$ cat src/rtl/round_controller.sv
// rtl/round_controller.sv - game-round sequencer with key debounce and BCD scoring.
// Define ROUND_CTRL_HISCORE_EN to keep the high-score register and new_record flag.

module key_debounce #(
    parameter int DEBOUNCE_CYCLES = 500000
) (
    input  logic clk,
    input  logic rst_n,
    input  logic key_n,
    output logic press
);
    localparam int CW = $clog2(DEBOUNCE_CYCLES + 1);

    logic          sync0;
    logic          sync1;
    logic          level;
    logic          level_q;
    logic [CW-1:0] cnt;

    // The counter only runs while the synced input disagrees with the accepted level,
    // so any bounce back to the accepted level restarts the stability window.
    always_ff @(posedge clk or negedge rst_n) begin
        if (!rst_n) begin
            sync0   <= 1'b0;
            sync1   <= 1'b0;
            level   <= 1'b0;
            level_q <= 1'b0;
            press   <= 1'b0;
            cnt     <= '0;
        end else begin
            sync0   <= key_n;
            sync1   <= sync0;
            level_q <= level;
            press   <= level_q & ~level;
            if (sync1 == level) begin
                cnt <= '0;
            end else if (cnt == CW'(DEBOUNCE_CYCLES - 1)) begin
                level <= sync1;
                cnt   <= '0;
            end else begin
                cnt <= cnt + 1'b1;
            end
        end
    end
endmodule

module round_controller #(
    parameter int DEBOUNCE_CYCLES = 500000,
    parameter int LOAD_CYCLES     = 2
) (
    input  logic       CLOCK_50,
    input  logic       resetn,
    input  logic       start_n,
    input  logic       hit_n,
    input  logic       timer_done,
    output logic       timer_run,
    output logic       timer_load_n,
    output logic [7:0] score,
    output logic [7:0] high_score,
    output logic       new_record,
    output logic [1:0] state
);
    localparam int LW = $clog2(LOAD_CYCLES + 1);

    typedef enum logic [1:0] {
        IDLE = 2'b00,
        LOAD = 2'b01,
        RUN  = 2'b10,
        OVER = 2'b11
    } state_t;

    state_t        cur;
    state_t        nxt;
    logic          start_press;
    logic          hit_press;
    logic          done_s0;
    logic          done_s1;
    logic          done_armed;
    logic [LW-1:0] load_cnt;
    logic [7:0]    score_inc;

    key_debounce #(.DEBOUNCE_CYCLES(DEBOUNCE_CYCLES)) u_start_key (
        .clk   (CLOCK_50),
        .rst_n (resetn),
        .key_n (start_n),
        .press (start_press)
    );

    key_debounce #(.DEBOUNCE_CYCLES(DEBOUNCE_CYCLES)) u_hit_key (
        .clk   (CLOCK_50),
        .rst_n (resetn),
        .key_n (hit_n),
        .press (hit_press)
    );

    always_ff @(posedge CLOCK_50 or negedge resetn) begin
        if (!resetn) begin
            cur <= IDLE;
        end else begin
            cur <= nxt;
        end
    end

    always_comb begin
        nxt = cur;
        case (cur)
            IDLE: if (start_press) nxt = LOAD;
            LOAD: if (load_cnt == LW'(LOAD_CYCLES - 1)) nxt = RUN;
            RUN:  if (done_s1 && done_armed) nxt = OVER;
            OVER: if (start_press) nxt = LOAD;
            default: nxt = IDLE;
        endcase
    end

    always_comb begin
        timer_run    = (cur != IDLE);
        timer_load_n = (cur != LOAD);
    end

    assign state = cur;

    // Saturating BCD increment of the current score.
    always_comb begin
        score_inc = score;
        if (score != 8'h99) begin
            if (score[3:0] == 4'd9) begin
                score_inc = {score[7:4] + 4'd1, 4'd0};
            end else begin
                score_inc = {score[7:4], score[3:0] + 4'd1};
            end
        end
    end

    // done_armed keeps a done level left over from the previous round from ending this one.
    always_ff @(posedge CLOCK_50 or negedge resetn) begin
        if (!resetn) begin
            done_s0    <= 1'b0;
            done_s1    <= 1'b0;
            done_armed <= 1'b0;
            load_cnt   <= '0;
            score      <= 8'h00;
        end else begin
            done_s0 <= timer_done;
            done_s1 <= done_s0;
            if (cur == LOAD && nxt == RUN) begin
                done_armed <= 1'b0;
            end else if (cur == RUN && !done_s1) begin
                done_armed <= 1'b1;
            end
            if (cur == LOAD) begin
                load_cnt <= load_cnt + 1'b1;
            end else begin
                load_cnt <= '0;
            end
            if (cur == LOAD) begin
                score <= 8'h00;
            end else if (cur == RUN && hit_press) begin
                score <= score_inc;
            end
        end
    end

`ifdef ROUND_CTRL_HISCORE_EN
    logic [7:0] score_final;

    // A hit landing on the same edge as the round end is part of the final score.
    assign score_final = (cur == RUN && hit_press) ? score_inc : score;

    always_ff @(posedge CLOCK_50 or negedge resetn) begin
        if (!resetn) begin
            high_score <= 8'h00;
            new_record <= 1'b0;
        end else begin
            if (cur == RUN && nxt == OVER && score_final > high_score) begin
                high_score <= score_final;
                new_record <= 1'b1;
            end else if (cur == OVER && nxt == LOAD) begin
                new_record <= 1'b0;
            end
        end
    end
`else
    assign high_score = 8'h00;
    assign new_record = 1'b0;
`endif

endmodule

$ cat config.mk
export PLATFORM = sky130hd
export DESIGN_NAME = round_controller
export DESIGN_NICKNAME = d
export VERILOG_FILES = /design/src/rtl/round_controller.sv
export SDC_FILE = /design/constraint.sdc
export NUM_CORES = 1
export LEC_CHECK = 0
export BUFFER_PORTS_ARGS = -buffer_cell sky130_fd_sc_hd__buf_4
export CORE_MARGIN = 5
export CORE_UTILIZATION = 40
export CTS_BUF_LIST = sky130_fd_sc_hd__clkbuf_16
export CTS_CLUSTER_SIZE = 24
export DETAILED_ROUTE_END_ITERATION = 6
export GPL_ROUTABILITY_DRIVEN = 1
export GPL_TIMING_DRIVEN = 0
export PLACE_DENSITY = 0.63
export SYNTH_ARGS = -nofsm -noshare
export SYNTH_HDL_FRONTEND = slang
export SYNTH_SLANG_ARGS = --single-unit
$ cat constraint.sdc
create_clock -name CLOCK_50 -period 3.13 [get_ports CLOCK_50]
set_input_delay 0.4695 -clock CLOCK_50 [delete_from_list [all_inputs] [get_ports CLOCK_50]]
set_output_delay 0.4695 -clock CLOCK_50 [all_outputs]
set_load 0.005 [all_outputs]
==> impl_summary.txt, run 1 <==
----------------------------------------------------
[Clock tree]
  CTS clock-pin slew for the worst setup and hold paths ... 50 ps
  # resized after CTS ... 0
  Post-CTS Repair Setup Buffers ... 0
  Insertion delay to the later sink of the worst-skew pair ... 320 ps
  Maximum count of clock buffers along a single path ... 2
  Number of buffers inserted by hold repair at cts ... 0
  TritonCTS clock tree ... built
  Root Driver ... sky130_fd_sc_hd__clkbuf_16
  Number of clock sinks ... 63
  TritonCTS buffer count ... 9
  Number of H-tree branching levels ... 3

[Final layout]
  Area added between synthesis and finish ... 17.2%
  Total Nets Final ... 365
  Fraction of layout cells with a size suffix above 1 ... 0.133
  Fillcell total ... 715
  Inserted Diodes ... 0

[Global route]
  First-pass GRT wire length ... 9.39 mm
  Vias in the first global route ... 2078
  Global Route Usage Sum ... 0.119
  Maximum number of pins on one net before global-route repair ... 64
  Initial antenna violation count ... 0
  Remaining global-route overflow ... 0

[STA]
  Worst Max-Slew Pin Slew ... 787 ps
  Worst clock skew ... 5.41 ps
  Final setup violation count ... 0
  Setup_tns ... 0 ps
  Worst rel slew slack ... 0.475
  Count of final hold-check violations ... 0
  Timing-limited maximum frequency ... 419 MHz
  Final critical-path required period ... 2390 ps
  Final clock period utilization by the worst path ... 0.763
  Final Max Tran Viols ... 0
  Setup repair after global routing missed its margin ... false

[Drt]
  DRT met1 WL ... 2.77 mm
  Met2 wire length ... 2.46 mm
  Top Layer Used ... met4
  Remaining design rule violation count ... 0
  Antenna violation net count after detailed routing ... 0
  Iteration count of the initial detailed-routing pass ... 5
  Starting DRT DRC Count ... 105
  Vias post-DR ... 2265
  Detail-routed via count per cell ... 4.97
  Wire length reported by the detailed router ... 5.61 mm
  Met3 routed WL ... 278 um
  Final routed wire length divided by cell count ... 12.3 um

[Floorplanning]
  Die Width ... 98.2 um
  Starting Density ... 0.407
  Standard-cell rows ... 32
  Total Die Area ... 0.00965 mm2
  Number of top-level pins ... 26
  Height of the die ... 98.2 um
  Area of the core ... 0.00765 mm2

[Synth]
  Synthesized area ... 0.00311 mm2
  Number of synthesized register bits ... 63
  Gate Count Post-Synth ... 314
  Async S/R FF share, synth ... 1.00
  YS warnings ... 0
  Count of different cell masters after synthesis ... 38
  Most common library cells after synthesis ... 63 x sky130_fd_sc_hd__dfrtp_1, 46 x sky130_fd_sc_hd__nor2_1, 20 x sky130_fd_sc_hd__xnor2_1
  Top cell type's share of synthesized area ... 0.506
  Top area cells in the synthesized netlist ... sky130_fd_sc_hd__dfrtp_1 51%, sky130_fd_sc_hd__xnor2_1 5.6%, sky130_fd_sc_hd__nor2_1 5.5%, sky130_fd_sc_hd__ha_1 4.4%, sky130_fd_sc_hd__xor2_1 3.1%
  Avg Synthesized Cell Area ... 9.92 um2
  EDFF count, synth ... 0
  Most common flop cell mapped by yosys ... sky130_fd_sc_hd__dfrtp_1
  Most repeated cell in the gate-level netlist after synthesis ... sky130_fd_sc_hd__dfrtp_1
  Sequential fraction of the synthesis area ... 0.506
  Most area-hungry cell type in the Yosys netlist ... sky130_fd_sc_hd__dfrtp_1

[Worst setup path]
  Maximum cell stage delay along the critical path ... 550 ps
  Classification of the worst setup path ... reg2reg
  Worst EP arrival ... 2570 ps
  Critical-path cell with the highest stage delay ... sky130_fd_sc_hd__o21bai_1
  Type of element launching the critical path ... flop
  Worst-path cell chain ... ha_1 > and4_1 > nand4_1 > o21bai_1 > clkbuf_1 > nor2_1
  Critical Path Sink Type ... flop
  Dominant delay contributor by cell family on the critical path ... simple AND/OR/NAND/NOR gates
  Data required time of the critical path ... 3310 ps
  Sum of buffers and inverters on the critical path ... 1
  Top fanout value on the critical path ... 10

[Flow run]
  Max-cap violations ... 0

[Power]
  Power Dens Cells ... 474 mW/mm2
  Total power consumption of the routed design ... 0.00173 W
  Portion of total power attributed to the clock network ... 0.487
  Switching power as a share of total power ... 0.212
  Cell-internal power ... 0.00136 W
  Relative contribution of sequential cells to total power ... 0.482
  Leakage power ... 1.59 nW
  Share of total power in combinational logic ... 0.031
  Max rail drop VDD ... 0.000289 V
  Net switching power ... 0.000367 W

[Run status]
  Status ... finished clean

[Worst hold path]
  Type of the most critical hold path ... in2async

[Placement]
  Routability congestion estimate ... 0.771
  Port-buffer cells ... 16
  HPWL Detailed ... 3.85 mm

----------------------------------------------------
-- registers in the layout, summed over array words and instances, names as in the netlist, 2 cells and up --
signal,flops
u_hit_key.cnt,19
score,8
u_start_key.cnt,19
state,2
load_cnt,2
-- power by group through the flow --
stage,Clock (W),Combinational (W),Sequential (W)
CTS,0.000874,0.0000553,0.000833
global placement,0,0.0000548,0.000847
global route,0.000899,0.0000634,0.000835
detailed placement,0,0.0000552,0.000847
finish,0.000843,0.0000538,0.000834
floorplan,0,0.0000297,0.000846
-- cell type report --
type                    count  area [um2]  area share
repair buffers             16         120      0.0329
clock buffers               9         225      0.0617
clock inverters             7        31.3     0.00857
well taps                 102         128      0.0350
plain buffers              17        97.6      0.0267
inverters                  12        45.0      0.0123
multi-input cells         230        1430       0.391
flip-flops and latches     63        1580       0.432
-- kinds of logic after synthesis --
group | count (synthesis) | share of synthesized area
and+or+nand+nor | 147 | 0.250
DFF | 63 | 0.506
xor gates and xnor gates | 31 | 0.0872
buffers and inverters | 29 | 0.0458
AOI/OAI and AO/OA | 28 | 0.0510
adders and majority gates | 11 | 0.0442
muxes | 4 | 0.0141
other | 1 | 0.00120
-- through the flow --
step / hold WS (ps) / worst slack (ps) / instances / area, um2 / utilization
CTS: 244 / 735 / 456 / 3650 / 0.477
detailed placement: 337 / 755 / 440 / 3390 / 0.444
global placement: 332 / 819 / 440 / 3390 / 0.444
global route: 244 / 560 / 456 / 3650 / 0.477
finish: 220 / 741 / 456 / 3650 / 0.477
floorplan: 174 / 1280 / 322 / 3140 / -
-- layer usage --
metal  track usage  vias up
met5             0        -
met4        0.0725        0
met3        0.0307        7
met2         0.174       50
met1         0.158     1073
li1              -     1135
-- worst paths after layout --
check | start | endpoint | slack, ps | cells past startpoint
max reg2reg | u_start_key.cnt[0] | u_start_key.cnt[11] | 740 | 6
min in group CLOCK_50 | start_n | u_start_key.sync0 | 260 | 1
min reg2reg | done_s0 | done_s1 | 350 | 0
max | u_start_key.cnt[0] | u_start_key.cnt[11] | 740 | 6
max in group asynchronous | resetn | u_start_key.press | 2370 | 1
min | resetn | u_start_key.cnt[11] | 220 | 1
-- cells in the final DEF (no fill, tap or decap), types with 2 or more instances in the layout --
cell and n:
sky130_fd_sc_hd__nand4_1 15, sky130_fd_sc_hd__nand2_1 19, sky130_fd_sc_hd__or2_2 2, sky130_fd_sc_hd__nor2_1 46
sky130_fd_sc_hd__a21oi_1 16, sky130_fd_sc_hd__and2_1 3, sky130_fd_sc_hd__nor2b_1 4, sky130_fd_sc_hd__clkbuf_16 9
sky130_fd_sc_hd__and3_1 2, sky130_fd_sc_hd__and4_1 3, sky130_fd_sc_hd__dfrtp_1 63, sky130_fd_sc_hd__buf_4 25
sky130_fd_sc_hd__or3_1 3, sky130_fd_sc_hd__ha_1 11, sky130_fd_sc_hd__or3_2 2, sky130_fd_sc_hd__nor3_1 12
sky130_fd_sc_hd__conb_1 9, sky130_fd_sc_hd__nor4_1 8, sky130_fd_sc_hd__o21bai_1 2, sky130_fd_sc_hd__or4_1 4
sky130_fd_sc_hd__xor2_1 11, sky130_fd_sc_hd__o21ai_0 5, sky130_fd_sc_hd__clkinv_2 4, sky130_fd_sc_hd__inv_1 13
sky130_fd_sc_hd__nand3b_1 2, sky130_fd_sc_hd__clkinv_1 2, sky130_fd_sc_hd__o31ai_1 3, sky130_fd_sc_hd__mux2_2 3
sky130_fd_sc_hd__nand3_1 14, sky130_fd_sc_hd__nor4b_1 2, sky130_fd_sc_hd__xnor2_1 20, sky130_fd_sc_hd__clkbuf_1 8
Note: power is estimated with default switching activity, not from simulation.
==> inputs of run 2 (changes only) <==
--- a/config.mk
+++ b/config.mk
@@ -13,7 +13,7 @@
 export DETAILED_ROUTE_END_ITERATION = 6
 export GPL_ROUTABILITY_DRIVEN = 1
 export GPL_TIMING_DRIVEN = 0
-export PLACE_DENSITY = 0.63
+export PLACE_DENSITY = 0.65
 export SYNTH_ARGS = -nofsm -noshare
 export SYNTH_HDL_FRONTEND = slang
 export SYNTH_SLANG_ARGS = --single-unit
==> constraint.sdc (replaced) <==
create_clock -name CLOCK_50 -period 2.03 [get_ports CLOCK_50]
set_input_delay 0.3045 -clock CLOCK_50 [delete_from_list [all_inputs] [get_ports CLOCK_50]]
set_output_delay 0.3045 -clock CLOCK_50 [all_outputs]
set_load 0.005 [all_outputs]
==> run 2 against run 1 <==
  * Final cell count is 0.44% lower
  * Count of clock-buffer cells in the layout unchanged
  * Largest power group is now sequential cells
  * First-iteration DRC count grew 13%
  * Sequential power rose by 55%
  * Core utilization up 0.23 points
==> impl_summary.txt, run 2 (synthesis gave the netlist of run 1 again) <==
----------------------------------------------------
[Floorplanning]
  Number of top-level pins ... 26
  Area of the core ... 0.00765 mm2
  Starting Density ... 0.407
  Total Die Area ... 0.00965 mm2
  Die Width ... 98.2 um
  Standard-cell rows ... 32
  Height of the die ... 98.2 um

[Placement]
  Placed cell areas ... 0.00339 mm2
  HPWL Detailed ... 3.80 mm
  Routability congestion estimate ... 0.817
  Port-buffer cells ... 16
  Pre-CTS worst setup slack ... -298 ps
  Placed insts ... 440

[Final layout]
  Inserted Diodes ... 0
  Final Instance Area ... 0.00367 mm2
  Top library cells by usage in the layout, fill and taps aside ... 63 x sky130_fd_sc_hd__dfrtp_1, 46 x sky130_fd_sc_hd__nor2_1, 25 x sky130_fd_sc_hd__buf_4
  Largest registers in the final layout ... u_hit_key.cnt x19, u_start_key.cnt x19, score x8
  Non-filler instance count after layout ... 454
  Most common cell after layout, fill and taps aside ... sky130_fd_sc_hd__dfrtp_1
  Area added between synthesis and finish ... 17.7%
  Total Nets Final ... 365
  Fraction of layout cells with a size suffix above 1 ... 0.139

[STA]
  Final setup violation count ... 0
  Timing-limited maximum frequency ... 520 MHz
  Final critical-path required period ... 1920 ps
  Worst clock skew ... 5.50 ps
  Post-route worst setup slack ... 105 ps
  Setup_tns ... 0 ps
  Final clock period utilization by the worst path ... 0.948
  Count of final hold-check violations ... 0
  Worst Max-Slew Pin Slew ... 789 ps
  Worst rel slew slack ... 0.474
  Final Max Tran Viols ... 0

[Worst setup path]
  Data required time of the critical path ... 2270 ps
  Classification of the worst setup path ... reg2reg
  Top fanout value on the critical path ... 8
  Worst Reg2Reg Path Length in Cells ... 4
  Type of element launching the critical path ... flop
  Critical Path Sink Type ... flop
  Endpoint of the worst register-to-register path ... u_hit_key.cnt[17]
  Source of the worst register-to-register timing path ... u_hit_key.cnt[5]
  Flop2flop setup slack ... 110 ps
  Worst EP arrival ... 2160 ps

[Clock tree]
  CTS clock-pin slew for the worst setup and hold paths ... 50 ps
  Root Driver ... sky130_fd_sc_hd__clkbuf_16
  Post-CTS Repair Setup Buffers ... 0
  Number of H-tree branching levels ... 3
  TritonCTS clock tree ... built
  Number of buffers inserted by hold repair at cts ... 0
  Number of clock sinks ... 63
  # resized after CTS ... 4
  TritonCTS buffer count ... 9
  Insertion delay to the later sink of the worst-skew pair ... 310 ps
  Maximum count of clock buffers along a single path ... 2

[Drt]
  Final routed wire length divided by cell count ... 12.0 um
  Detail-routed via count per cell ... 4.95
  Antenna violation net count after detailed routing ... 0
  Starting DRT DRC Count ... 119
  Iteration count of the initial detailed-routing pass ... 4
  Vias post-DR ... 2246
  Remaining design rule violation count ... 0
  Wire length reported by the detailed router ... 5.46 mm

[Power]
  Net switching power ... 0.000540 W
  Portion of total power attributed to the clock network ... 0.479
  Relative contribution of sequential cells to total power ... 0.488
  Max rail drop VDD ... 0.000413 V
  Leakage power ... 1.60 nW
  Cell-internal power ... 0.00210 W
  Switching power as a share of total power ... 0.205
  Share of total power in combinational logic ... 0.033
  Power Dens Cells ... 719 mW/mm2
  Total power consumption of the routed design ... 0.00264 W

[Global route]
  Remaining global-route overflow ... 0
  Maximum number of pins on one net before global-route repair ... 64
  Initial antenna violation count ... 0
  First-pass GRT wire length ... 9.49 mm
  Global Route Usage Sum ... 0.121
  Vias in the first global route ... 2144

[Run status]
  Status ... finished clean

[Flow run]
  Max-cap violations ... 0

[Worst hold path]
  Type of the most critical hold path ... in2async

----------------------------------------------------
## run 2: cell count changes in the layout (fill, tap and decap cells not counted), sizes merged
cell    before  now
inv         13   15
clkinv       6    2
## run 2: how the worst max path moves through the flow
stage / end / startpoint / slack (ps)
6_report: u_hit_key.cnt[17] / u_hit_key.cnt[5] / 110
5_1_grt: u_start_key.cnt[11] / u_start_key.cnt[0] / -3
4_1_cts: u_start_key.cnt[10] / u_start_key.cnt[0] / 50
3_5_place_dp: u_start_key.cnt[10] / u_start_key.cnt[0] / -300
3_3_place_gp: u_start_key.cnt[12] / u_start_key.cnt[0] / -260
2_1_floorplan: u_start_key.cnt[10] / u_start_key.cnt[0] / 180
## run 2: per-stage QoR
step           utilization  hold slack, ps
3_3_place_gp         0.444             336
6_report             0.479            71.3
5_1_grt              0.479            75.3
3_5_place_dp         0.444             339
4_1_cts              0.477            78.7
2_1_floorplan            -            8.91
## run 2: final cells by class
| type | count | area, um2 |
|---|---|---|
| plain buffers | 17 | 103 |
| clock inverters | 5 | 21.3 |
| well taps | 102 | 128 |
| inverters | 12 | 45.0 |
| flip-flops and latches | 63 | 1580 |
| multi-input cells | 230 | 1450 |
| fillers | 709 | 3980 |
| repair buffers | 16 | 120 |
| clock buffers | 9 | 225 |
## run 2: power by group through the flow
| stage | clock, W | combinational, W | sequential, W |
|---|---|---|---|
| global route | 0.00138 | 0.000102 | 0.00129 |
| finish | 0.00126 | 0.0000860 | 0.00129 |
| global placement | 0 | 0.0000838 | 0.00131 |
| detailed placement | 0 | 0.0000845 | 0.00131 |
| floorplan | 0 | 0.0000459 | 0.00130 |
| CTS | 0.00131 | 0.0000857 | 0.00129 |
## run 2: worst max-delay path: stages (launching register included)
cell	delay, ps
sky130_fd_sc_hd__dfrtp_1	460
sky130_fd_sc_hd__nand4_4	180
sky130_fd_sc_hd__or4_4	550
sky130_fd_sc_hd__or4_1	510
sky130_fd_sc_hd__a21oi_1	150
## run 2: layer usage
metal | global-route usage | up-vias | part of all wire
met3 | 0.0400 | 2 | 0.036
li1 | - | 1137 | -
met5 | 0 | - | 0
met4 | 0.0599 | 0 | 0.0086
met2 | 0.180 | 28 | 0.47
met1 | 0.158 | 1079 | 0.49
==> inputs of run 3 (changes only) <==
--- a/config.mk
+++ b/config.mk
@@ -13,7 +13,7 @@
 export DETAILED_ROUTE_END_ITERATION = 6
 export GPL_ROUTABILITY_DRIVEN = 1
 export GPL_TIMING_DRIVEN = 0
-export PLACE_DENSITY = 0.65
+export PLACE_DENSITY = 0.63
 export SYNTH_ARGS = -nofsm -noshare
 export SYNTH_HDL_FRONTEND = slang
 export SYNTH_SLANG_ARGS = --single-unit
==> constraint.sdc (replaced) <==
create_clock -name CLOCK_50 -period 2 [get_ports CLOCK_50]
set_input_delay 0.3 -clock CLOCK_50 [delete_from_list [all_inputs] [get_ports CLOCK_50]]
set_output_delay 0.3 -clock CLOCK_50 [all_outputs]
set_load 0.005 [all_outputs]
==> run 3 against run 2 <==
  * Critical path depth is the same
  * Via count is 0.80% higher
  * Maximum frequency is 2.2% higher
  * Core utilization grew 0.39 points
  * Flip-flop and latch count is the same
  * Power rose by 3.0%
  * Final cell count grew 0.88%
  * Clock skew decreased by 1.1 ps
  * Routed wire length grew 1.8%
  * First-iteration DRC count fell by 19%
  * Count of clock-buffer cells in the layout is the same
  * Non-clock buffer count rose by 2
==> impl_summary.txt, run 3 (synthesis gave the netlist of run 1 again) <==
----------------------------------------------------
[Global route]
  GR peak layer ... met2
  Global routing usage on met2 ... 0.174
  M3 GR Usage ... 0.0307
  First-pass GRT wire length ... 9.39 mm
  Maximum number of pins on one net before global-route repair ... 64
  Initial antenna violation count ... 0
  Remaining global-route overflow ... 0
  Vias in the first global route ... 2078
  Global Route Usage Sum ... 0.119
  Routing usage on met1 ... 0.158

[Final layout]
  Area added between synthesis and finish ... 18.7%
  Total Nets Final ... 367
  Top library cells by usage in the layout, fill and taps aside ... 61 x sky130_fd_sc_hd__dfrtp_1, 46 x sky130_fd_sc_hd__nor2_1, 27 x sky130_fd_sc_hd__buf_4
  Largest registers in the final layout ... u_hit_key.cnt x19, u_start_key.cnt x19, score x8
  Inserted Diodes ... 0
  Final Instance Area ... 0.00370 mm2
  Fraction of layout cells with a size suffix above 1 ... 0.154
  Most common cell after layout, fill and taps aside ... sky130_fd_sc_hd__dfrtp_1

[Drt]
  Antenna violation net count after detailed routing ... 0
  Final routed wire length divided by cell count ... 12.1 um
  Remaining design rule violation count ... 0
  Vias post-DR ... 2264
  Starting DRT DRC Count ... 96
  Wire length reported by the detailed router ... 5.56 mm
  Iteration count of the initial detailed-routing pass ... 4
  Detail-routed via count per cell ... 4.94

[Worst setup path]
  Critical-path cell with the highest stage delay ... sky130_fd_sc_hd__or4_4
  Worst-path cell chain ... nand2_1 > or4_4 > or4_1 > a21oi_1
  Classification of the worst setup path ... reg2reg
  Top fanout value on the critical path ... 6
  Type of element launching the critical path ... flop
  Data required time of the critical path ... 2250 ps
  Worst EP arrival ... 2130 ps
  Sum of buffers and inverters on the critical path ... 0
  Maximum cell stage delay along the critical path ... 580 ps
  Critical Path Sink Type ... flop
  Dominant delay contributor by cell family on the critical path ... simple AND/OR/NAND/NOR gates

[STA]
  Final critical-path required period ... 1880 ps
  Count of final hold-check violations ... 0
  Final setup violation count ... 0
  Setup repair after global routing missed its margin ... false
  Timing-limited maximum frequency ... 531 MHz
  Worst Max-Slew Pin Slew ... 787 ps
  Worst rel slew slack ... 0.475
  Worst slack on hold paths ... 44.4 ps
  Worst clock skew ... 4.38 ps
  Post-route worst setup slack ... 117 ps
  Final Max Tran Viols ... 0
  Final clock period utilization by the worst path ... 0.941

[Floorplanning]
  Starting Density ... 0.407
  Height of the die ... 98.2 um
  Die Width ... 98.2 um
  Area of the core ... 0.00765 mm2
  Total Die Area ... 0.00965 mm2
  Number of top-level pins ... 26
  Standard-cell rows ... 32

[Clock tree]
  CTS clock-pin slew for the worst setup and hold paths ... 50 ps
  Maximum count of clock buffers along a single path ... 2
  TritonCTS clock tree ... built
  Insertion delay to the later sink of the worst-skew pair ... 320 ps
  Number of buffers inserted by hold repair at cts ... 0
  Number of clock sinks ... 63
  Root Driver ... sky130_fd_sc_hd__clkbuf_16
  Number of H-tree branching levels ... 3
  TritonCTS buffer count ... 9

[Placement]
  Routability congestion estimate ... 0.771
  Pre-CTS worst setup slack ... -375 ps
  Port-buffer cells ... 16
  Placed cell areas ... 0.00339 mm2
  HPWL Detailed ... 3.85 mm

[Power]
  Leakage power ... 1.61 nW
  Power Dens Cells ... 735 mW/mm2
  Total power consumption of the routed design ... 0.00272 W
  Max rail drop VDD ... 0.000454 V

[Flow run]
  Max-cap violations ... 0

[Worst hold path]
  Type of the most critical hold path ... in2async

[Run status]
  Status ... finished clean

----------------------------------------------------
==> run 3: cell types whose count changed in the layout (fill, tap and decap cells not counted), sizes merged <==
| cell | change |
|---|---|
| clkinv | +4 |
| buf | +2 |
| inv | -2 |
==> run 3: per-layer routing <==
| metal | wire [um] | share of wire |
|---|---|---|
| met2 | 2450 | 0.44 |
| met3 | 276 | 0.050 |
| met1 | 2720 | 0.49 |
| met5 | 0 | 0 |
| met4 | 108 | 0.019 |
==> run 3: worst paths after layout <==
path                       slack (ps)             start  cells after the start                  end
setup / recovery                  120  u_hit_key.cnt[2]                      4    u_hit_key.cnt[17]
hold / removal                     40            resetn                      1  u_start_key.cnt[11]
setup reg to reg                  120  u_hit_key.cnt[2]                      4    u_hit_key.cnt[17]
hold reg to reg                   350           done_s0                      0              done_s1
max in group asynchronous        1360            resetn                      1     u_hit_key.cnt[5]
min in group CLOCK_50              90           start_n                      1    u_start_key.sync0
==> run 3: power breakdown <==
group	leakage, nW	switching [W]	internal (W)	total [W]
sequential	0.858	0.0000124	0.00129	0.00131
combinational	0.614	0.0000556	0.0000356	0.0000912
clock	0.135	0.000508	0.000813	0.00132
total	1.61	0.000576	0.00214	0.00272
==> run 3: cell type report <==
class / count / area [um2]
clock inverter: 7 / 31.3
tap: 102 / 128
multi-input combinational: 230 / 1450
timing repair buffer: 18 / 135
fill: 708 / 3950
inverter: 12 / 45.0
buffer: 17 / 105
sequential: 63 / 1580
clock buffer: 9 / 225
==> run 3: metrics by stage <==
| step | cells | TNS, ps | utilization |
|---|---|---|---|
| after global placement | 440 | -5680 | 0.444 |
| after global routing | 458 | 0 | 0.483 |
| after floorplan | 322 | 0 | - |
| after CTS | 456 | 0 | 0.479 |
| after detailed placement | 440 | -6320 | 0.444 |
| final | 458 | 0 | 0.483 |
==> run 3: repair_timing <==
action | CTS | global route
gates cloned | 0 | 0
endpoints found under the setup margin | 20 | 21
resized for setup | 5 | 7
pin swaps | 0 | 1
buffers inserted | 0 | 2
